File: src/rtl/synth_pkg.sv
// synth_pkg: shared sizes and FSM encoding for the voice phase sequencer
package synth_pkg;
  localparam int NUM_BITS = 32;
  localparam int NUM_CHAN = 16;
  localparam int CHAN_W = 4;
  typedef enum logic [1:0] {IDLE = 2'd0, SCAN = 2'd1, DONE = 2'd2} state_t;
endpackage

File: src/rtl/chan_reg_file.sv
// chan_reg_file: per-channel tuning word and phase storage, read and accumulated at the scan index
module chan_reg_file #(
  parameter int NUM_BITS = synth_pkg::NUM_BITS,
  parameter int NUM_CHAN = synth_pkg::NUM_CHAN,
  parameter int CHAN_W = synth_pkg::CHAN_W
) (
  input  logic clk,
  input  logic rst,
  input  logic [CHAN_W-1:0] idx_i,
  input  logic acc_we_i,
  input  logic [NUM_BITS-1:0] acc_val_i,
  input  logic ev_we_i,
  input  logic [CHAN_W-1:0] ev_idx_i,
  input  logic [NUM_BITS-1:0] ev_tw_i,
  output logic [NUM_BITS-1:0] tw_o,
  output logic [NUM_BITS-1:0] phase_o
);
  logic [NUM_BITS-1:0] tw_q [NUM_CHAN];
  logic [NUM_BITS-1:0] phase_q [NUM_CHAN];
  assign tw_o = tw_q[idx_i];
  assign phase_o = phase_q[idx_i];
  // the note-event write comes last so a phase clear beats accumulation on the same channel
  always_ff @(posedge clk) begin
    if (rst) begin
      for (int i = 0; i < NUM_CHAN; i++) begin
        tw_q[i] <= '0;
        phase_q[i] <= '0;
      end
    end else begin
      if (acc_we_i) phase_q[idx_i] <= acc_val_i;
      if (ev_we_i) begin
        tw_q[ev_idx_i] <= ev_tw_i;
        phase_q[ev_idx_i] <= '0;
      end
    end
  end
endmodule

File: src/rtl/voice_phase_sequencer.sv
// voice_phase_sequencer: per-sample scan over all voice channels, accumulating each channel's phase
module voice_phase_sequencer #(
  parameter int NUM_BITS = synth_pkg::NUM_BITS,
  parameter int NUM_CHAN = synth_pkg::NUM_CHAN
) (
  input  logic clk,
  input  logic rst,
  input  logic sample_tick,
  input  logic note_on,
  input  logic note_off,
  input  logic [synth_pkg::CHAN_W-1:0] note_chan,
  input  logic [NUM_BITS-1:0] note_tuning,
  input  logic [NUM_BITS-1:0] modulated_tuning_word,
  output logic [NUM_CHAN-1:0] curr_note,
  output logic [NUM_CHAN-1:0] acc_en,
  output logic [NUM_CHAN-1:0] note_enable,
  output logic [NUM_BITS-1:0] tuning_word,
  output logic [NUM_BITS-1:0] phase_out,
  output logic phase_valid,
  output logic [synth_pkg::CHAN_W-1:0] phase_chan,
  output logic busy,
  output logic frame_done,
  output logic overrun
);
  import synth_pkg::*;
  state_t state_q, state_d;
  logic [CHAN_W-1:0] k_q, k_d, pchan_q;
  logic [NUM_CHAN-1:0] en_q, en_d;
  logic [NUM_BITS-1:0] tw_rd, ph_rd, phase_d, phase_q;
  logic pvalid_q, ov_q, scan, chan_ok, ev_we, clr;
  assign scan = state_q == SCAN;
  assign chan_ok = 32'(note_chan) < 32'(NUM_CHAN);
  assign ev_we = note_on && chan_ok;
  assign clr = ev_we && scan && note_chan == k_q;
  assign phase_d = clr ? '0 : ph_rd + modulated_tuning_word;
  assign curr_note = scan ? NUM_CHAN'(1) << k_q : '0;
  assign acc_en = curr_note;
  assign tuning_word = scan ? tw_rd : '0;
  assign busy = state_q != IDLE;
  assign frame_done = state_q == DONE;
  assign note_enable = en_q;
  assign phase_out = phase_q;
  assign phase_chan = pchan_q;
  assign phase_valid = pvalid_q;
  assign overrun = ov_q;
  always_comb begin
    state_d = state_q;
    k_d = k_q;
    case (state_q)
      IDLE: if (sample_tick) begin
        state_d = SCAN;
        k_d = '0;
      end
      SCAN: begin
        k_d = k_q + CHAN_W'(1);
        if (k_q == CHAN_W'(NUM_CHAN - 1)) state_d = DONE;
      end
      default: state_d = IDLE;
    endcase
  end
  // note_on is applied after note_off so it wins on a same-channel collision
  always_comb begin
    en_d = en_q;
    if (note_off && chan_ok) en_d[note_chan] = 1'b0;
    if (ev_we) en_d[note_chan] = 1'b1;
  end
  always_ff @(posedge clk) begin
    if (rst) begin
      state_q <= IDLE;
      k_q <= '0;
      en_q <= '0;
      phase_q <= '0;
      pchan_q <= '0;
      pvalid_q <= 1'b0;
      ov_q <= 1'b0;
    end else begin
      state_q <= state_d;
      k_q <= k_d;
      en_q <= en_d;
      pvalid_q <= scan;
      if (scan) begin
        phase_q <= phase_d;
        pchan_q <= k_q;
      end
      if (sample_tick && busy) ov_q <= 1'b1;
    end
  end
  chan_reg_file #(.NUM_BITS(NUM_BITS), .NUM_CHAN(NUM_CHAN), .CHAN_W(CHAN_W)) u_regs (
    .clk(clk),
    .rst(rst),
    .idx_i(k_q),
    .acc_we_i(scan),
    .acc_val_i(phase_d),
    .ev_we_i(ev_we),
    .ev_idx_i(note_chan),
    .ev_tw_i(note_tuning),
    .tw_o(tw_rd),
    .phase_o(ph_rd)
  );
endmodule
File: config.mk
export PLATFORM = sky130hd
export DESIGN_NAME = voice_phase_sequencer
export DESIGN_NICKNAME = d
export VERILOG_FILES = /design/src/rtl/synth_pkg.sv /design/src/rtl/chan_reg_file.sv /design/src/rtl/voice_phase_sequencer.sv
export SDC_FILE = /design/constraint.sdc
export NUM_CORES = 2
export LEC_CHECK = 0
export CAP_MARGIN = 30
export CORE_MARGIN = 2
export CORE_UTILIZATION = 40
export CTS_CLUSTER_DIAMETER = 30
export DETAILED_ROUTE_END_ITERATION = 8
export PLACE_DENSITY = 0.57
export SLEW_MARGIN = 40
export SYNTH_ARGS = -nofsm -noshare
export SYNTH_HDL_FRONTEND = slang
export SYNTH_SLANG_ARGS = --single-unit
File: constraint.sdc
create_clock -name clk -period 5.8 [get_ports clk]
set_input_delay 0.58 -clock clk [delete_from_list [all_inputs] [get_ports clk]]
set_output_delay 0.58 -clock clk [all_outputs]
set_load 0.05 [all_outputs]
After elaboration in Yosys (flattened, before gate mapping)
Memories as Yosys holds them, arrays and structs flattened. A register that Yosys moved wholly into a read port is not among the register bits.
Index checks and enable logic that the tools add are counted.
Word-level totals
  logic and storage cells: 68
  memories: 2
  bits of input ports: 73
  flip-flop bits (word level): 60
  bits in writable memories: 1024
  output and inout port bits: 120
Operators by class
  order comparisons: 2
  shift-type cells: 1
  eq/ne operators: 6
  bitwise logic cells: 3
  mux-type cells: 33
  reductions and logical operators: 12
  $add $sub $neg: 2
Memories
  u_regs.phase_q: words 16, width 32, rd ports 1, clocked after memory_dff 1, wr ports 16, RTL line chan_reg_file.sv:19  | logic [NUM_BITS-1:0] phase_q [NUM_CHAN];
  u_regs.tw_q: words 16, width 32, rd ports 1, clocked after memory_dff 1, wr ports 16, RTL line chan_reg_file.sv:18  | logic [NUM_BITS-1:0] tw_q [NUM_CHAN];
Operator list (number)
  $mux W32: 5
  $reduce_or A32 Y1: 3
  $mux W16: 3
  $add A32 B32 Y32: 1
  $mux W4: 8
  $and A16 B16 Y16: 1
  $not A16 Y16: 1
  $or A16 B16 Y16: 1
  $shl A1 B4 Y16 const A: 1
  $mux W1: 12
  $pmux W4 S2: 1
  $lt A4 B5 Y1 const B: 1
  $add A4 B1 Y4 const B: 1
  $demux W1 S4: 1
  $eq A4 B4 Y1: 1
  $eq A4 B4 Y1 const B: 1
  $ge A4 B1 Y1 const B: 1
  $logic_and A1 B1 Y1: 4
  $mux W2: 2
  $pmux W2 S2: 1
  $reduce_and A2 Y1: 2
  $reduce_bool A2 Y1: 2
  $eq A2 B1 Y1 const B: 1
  $eq A2 B2 Y1 const B: 1
  3 further kinds: 3

Longest topological paths before layout
  word-level depth: 9
  mapped depth: 18
  gate-level depth less buffers: 12

Cells and area by module
From an unflattened synthesis, not the netlist that was laid out.
Unflattened totals
  cell total of the unflattened synthesis: 5320
  area, all modules: 54343.4 um2
By module, submodules not included
  chan_reg_file: area each 49587.6 um2, cells each 4669, times used 1
  voice_phase_sequencer: area each 4755.8 um2, cells each 651, times used 1

Worst setup path after synthesis
No wires, ideal clock.
  path kind: register to register
  start point: register (tool-made name)
  end point: memory u_regs.phase_q[11][19]
  slack: 1230 ps
  arrival time: 4452 ps
  required time: 5681 ps
  stages on the path, launching flop included: 17
  library setup time: 119 ps
  path through: dfxtp_1 > buf_2 > buf_2 > buf_1 > buf_2 > mux4_2 > mux4_2 > ha_1 > a21o_1 > a31o_2 > o211a_4 > o21ai_4 > a21oi_2 > or3_1 > buf_2 > buf_2 > a32o_1
RTL lines (RTL line)
  end, declared: chan_reg_file.sv:19

Worst setup path after layout
  start point: register k_q[3]
  end point: output port acc_en[1]
On the way
  word-level cells in the longest chain between the ends: 2
RTL lines
  start, declared: RTL line voice_phase_sequencer.sv:27  | logic [CHAN_W-1:0] k_q, k_d, pchan_q;
  start signal, assigned: RTL line voice_phase_sequencer.sv:78  | k_q <= k_d;
  $shl A1 B4 Y16: RTL line voice_phase_sequencer.sv:36  | assign curr_note = scan ? NUM_CHAN'(1) << k_q : '0;
  $mux W16: RTL line voice_phase_sequencer.sv:36
  end, declared: RTL line voice_phase_sequencer.sv:15  | output logic [NUM_CHAN-1:0] acc_en,
No other way between the ends.

==> flow_metrics.py <==
metrics = {
    "cts": {
        "post_cts_resized": 0,
        "htree_levels": 5,
        "cts_made_buffers": 278,
        "clk_latency_ps": 880,
        "path_clk_slew_ps": 40,
        "clock-sinks": 1088,
        "clockRootBuffer": "clkbuf_16",
        "hold_buffers": 0,
        "cts_tree": "built",
        "post-cts-setup-buffer-count": 0,
        "clk_path_buf_depth": 4,
    },
    "logic_synthesis": {
        "synth_area_per_cell_um2": 12.22,
        "async_flop_share": 0,
        "synthFlopType": "dfxtp_1",
        "yosysSeqAreaShare": 0.5477,
        "synthCells": 4019,
        "yosysMostFrequentCell": "dfxtp_1",
        "yosysWarnings": 0,
        "yosysTopAreaCellShare": 0.3130,
        "synth_edf_count": 512,
        "synth.top_cells.by_area": "edfxtp_1, dfxtp_1, mux4_2",
        "synth_cell_types": 81,
        "netlist_top_cells_count": "dfxtp_1, and2_1, edfxtp_1",
        "syn-num-nets": 4130,
        "synthesis.area_mm2": 0.04912,
        "yosys.area.top_type": "edfxtp_1",
        "ys_ff_latch": 1088,
    },
    "sta": {
        "setup_viol": 0,
        "worst_pin_slew_ps": 949.7,
        "timing.final.ws_setup_ps": 739.8,
        "slew_headroom": 0.3650,
        "slew_viol_final": 0,
        "period_share": 0.8725,
        "fmax_mhz": 197.6,
        "hold_viol_final": 0,
        "whs_ps": 342.6,
        "rsz0062_at_grt": "no",
        "finClkSkew_ps": 80.86,
        "final.min_clock_period_ps": 5060,
        "tns_ps": 0,
    },
    "run": {
        "cap_violations": 0,
    },
    "cells_and_area": {
        "num-fill-cells": 10318,
        "layout-drive-gt1-share": 0.2335,
        "final_nets": 4405,
        "area_delta_synth_final_pct": 27.51,
    },
    "min_path": {
        "hp-class": "in2reg",
    },
    "die": {
        "num_io_pins": 193,
        "die_area_mm2": 0.1256,
        "coreArea_mm2": 0.1219,
        "dieHeight_um": 354.4,
        "initial_core_util": 0.4030,
        "num_rows": 128,
        "die_w_um": 354.4,
    },
    "place": {
        "io_buffer_count": 192,
        "post-place-ws_ps": 975.7,
        "gp_congestion": 0.8912,
        "post-dp-hpwl_um": 105600,
    },
    "detailed_routing": {
        "dr.first_iter.drc_count": 4186,
        "drc": 0,
        "ant_nets": 0,
        "viasPerCell": 5.887,
        "drt_wl_total_um": 173300,
        "vias": 36063,
        "dr.pass1.iters": 6,
        "wire_per_inst_um": 28.28,
    },
    "critical_path": {
        "cp-end-kind": "output pin",
        "path_cells": "nor4b_2 -> nand2_1 -> inv_1 -> clkdlybuf4s50_1",
        "cp_max_fo": 15,
        "required_ps": 5220,
        "cpPeakStageDelay_ps": 950,
        "path_class": "reg2out",
        "crit_path_start_kind": "flip-flop",
        "slowest_stage": "clkdlybuf4s50_1",
        "arrival_ps": 4480,
    },
    "global_routing": {
        "grt.total_usage": 0.2729,
        "first_global_vias": 35730,
        "antenna_found_initial": 13,
        "grt_overflow": 0,
        "grt_pass1_wl_um": 250400,
        "grt_max_degree": 56,
    },
    "status": {
        "status": "completed",
    },
    "power": {
        "power_mw": 25.73,
        "leakage_nw": 22.63,
        "peakVddDrop_mv": 0.3292,
        "power_density_mw_per_mm2": 410.8,
    },
}
[worst max-delay path, delay by kind of cell, from the launching register on]
family        cells  cell delay (ps)
buf+inv           2             1810
simple gates      2             1210
flops             1              560
[cell families (layout without fill, tap and decap cells)]
| family | Yosys count | after routing | synth area share |
|---|---|---|---|
| buffers and inverters | 395 | 868 | 0.03413 |
| xor gates and xnor gates | 20 | 20 | 0.004330 |
| other | 0 | 9 | 0 |
| muxes | 341 | 341 | 0.1507 |
| and+or+nand+nor | 1420 | 1420 | 0.1494 |
| adders and majority gates | 38 | 38 | 0.009832 |
| AOI/OAI and AO/OA | 717 | 717 | 0.1038 |
| DFF | 1088 | 1088 | 0.5477 |
[stage by stage]
| step | area (um^2) | instances | util |
|---|---|---|---|
| 3_5_place_dp | 53360 | 5637 | 0.4378 |
| 6_report | 62640 | 6126 | 0.5139 |
| 3_3_place_gp | 53230 | 5634 | 0.4367 |
| 5_1_grt | 62620 | 6120 | 0.5138 |
| 2_1_floorplan | 49120 | 4019 | - |
| 4_1_cts | 62550 | 6115 | 0.5132 |
[routing by layer]
layer,global-route usage,part of all wire,vias to the layer above
met5,0,0.00038,-
met3,0.05979,0.093,400
met1,0.3680,0.41,18184
met4,0.1195,0.041,10
li1,-,-,15448
met2,0.4240,0.46,2021
[placed cells by master, fill, tap and decap left out, types with 70 or more instances in the layout]
cell type        Yosys  layout
a21oi_1            226     225
a22o_1             230     230
and2_1             556     556
buf_4               20     154
clkbuf_16            0     283
clkdlybuf4s50_1      0     191
dfxtp_1            576     572
edfxtp_1           512     512
mux4_2             319     319
nand2_1            441     441
nor2_1             169     144
o21ai_0             72      70
[cell type report]
cell class | count | area (um^2) | share of cell area
Sequential cell | 1088 | 26920 | 0.4298
Timing Repair Buffer | 364 | 3398 | 0.05425
Clock buffer | 341 | 7540 | 0.1204
Clock inverter | 137 | 1644 | 0.02625
Antenna cell | 9 | 22.52 | 0.0003596
Inverter | 26 | 100.1 | 0.001598
Tap cell | 1625 | 2033 | 0.03246
Multi-Input combinational cell | 2536 | 20980 | 0.3349
[state kept, by name, summed over array words and instances, names as in the netlist, named ones only]
| signal | cells |
|---|---|
| u_regs.phase_q | 512 |
| u_regs.tw_q | 512 |
| phase_out | 32 |
| note_enable | 16 |
| k_q | 4 |
| phase_chan | 4 |
| state_q | 2 |
| overrun | 1 |
| phase_valid | 1 |
[final timing paths]
path                                           start                                 end  slack (ps)  cells past startpoint
hold reg to reg   u_regs.phase_q[5][26]$_SDFFE_PP0P_  u_regs.phase_q[5][26]$_SDFFE_PP0P_         440                      2
setup / recovery                 k_q[3]$_SDFFE_PP0P_                           acc_en[1]         740                      4
setup reg to reg                           flip-flop          phase_out[28]$_SDFFE_PP0P_         910                     13
hold / removal                                   rst          phase_out[26]$_SDFFE_PP0P_         340                      2
[power by group]
part / switching, mW / total, mW / internal (mW)
Clock: 4.56 / 15.1 / 10.6
Sequential: 0.103 / 8.44 / 8.33
Combinational: 1.46 / 2.15 / 0.692
No activity file was read; power rests on OpenSTA's default activity.
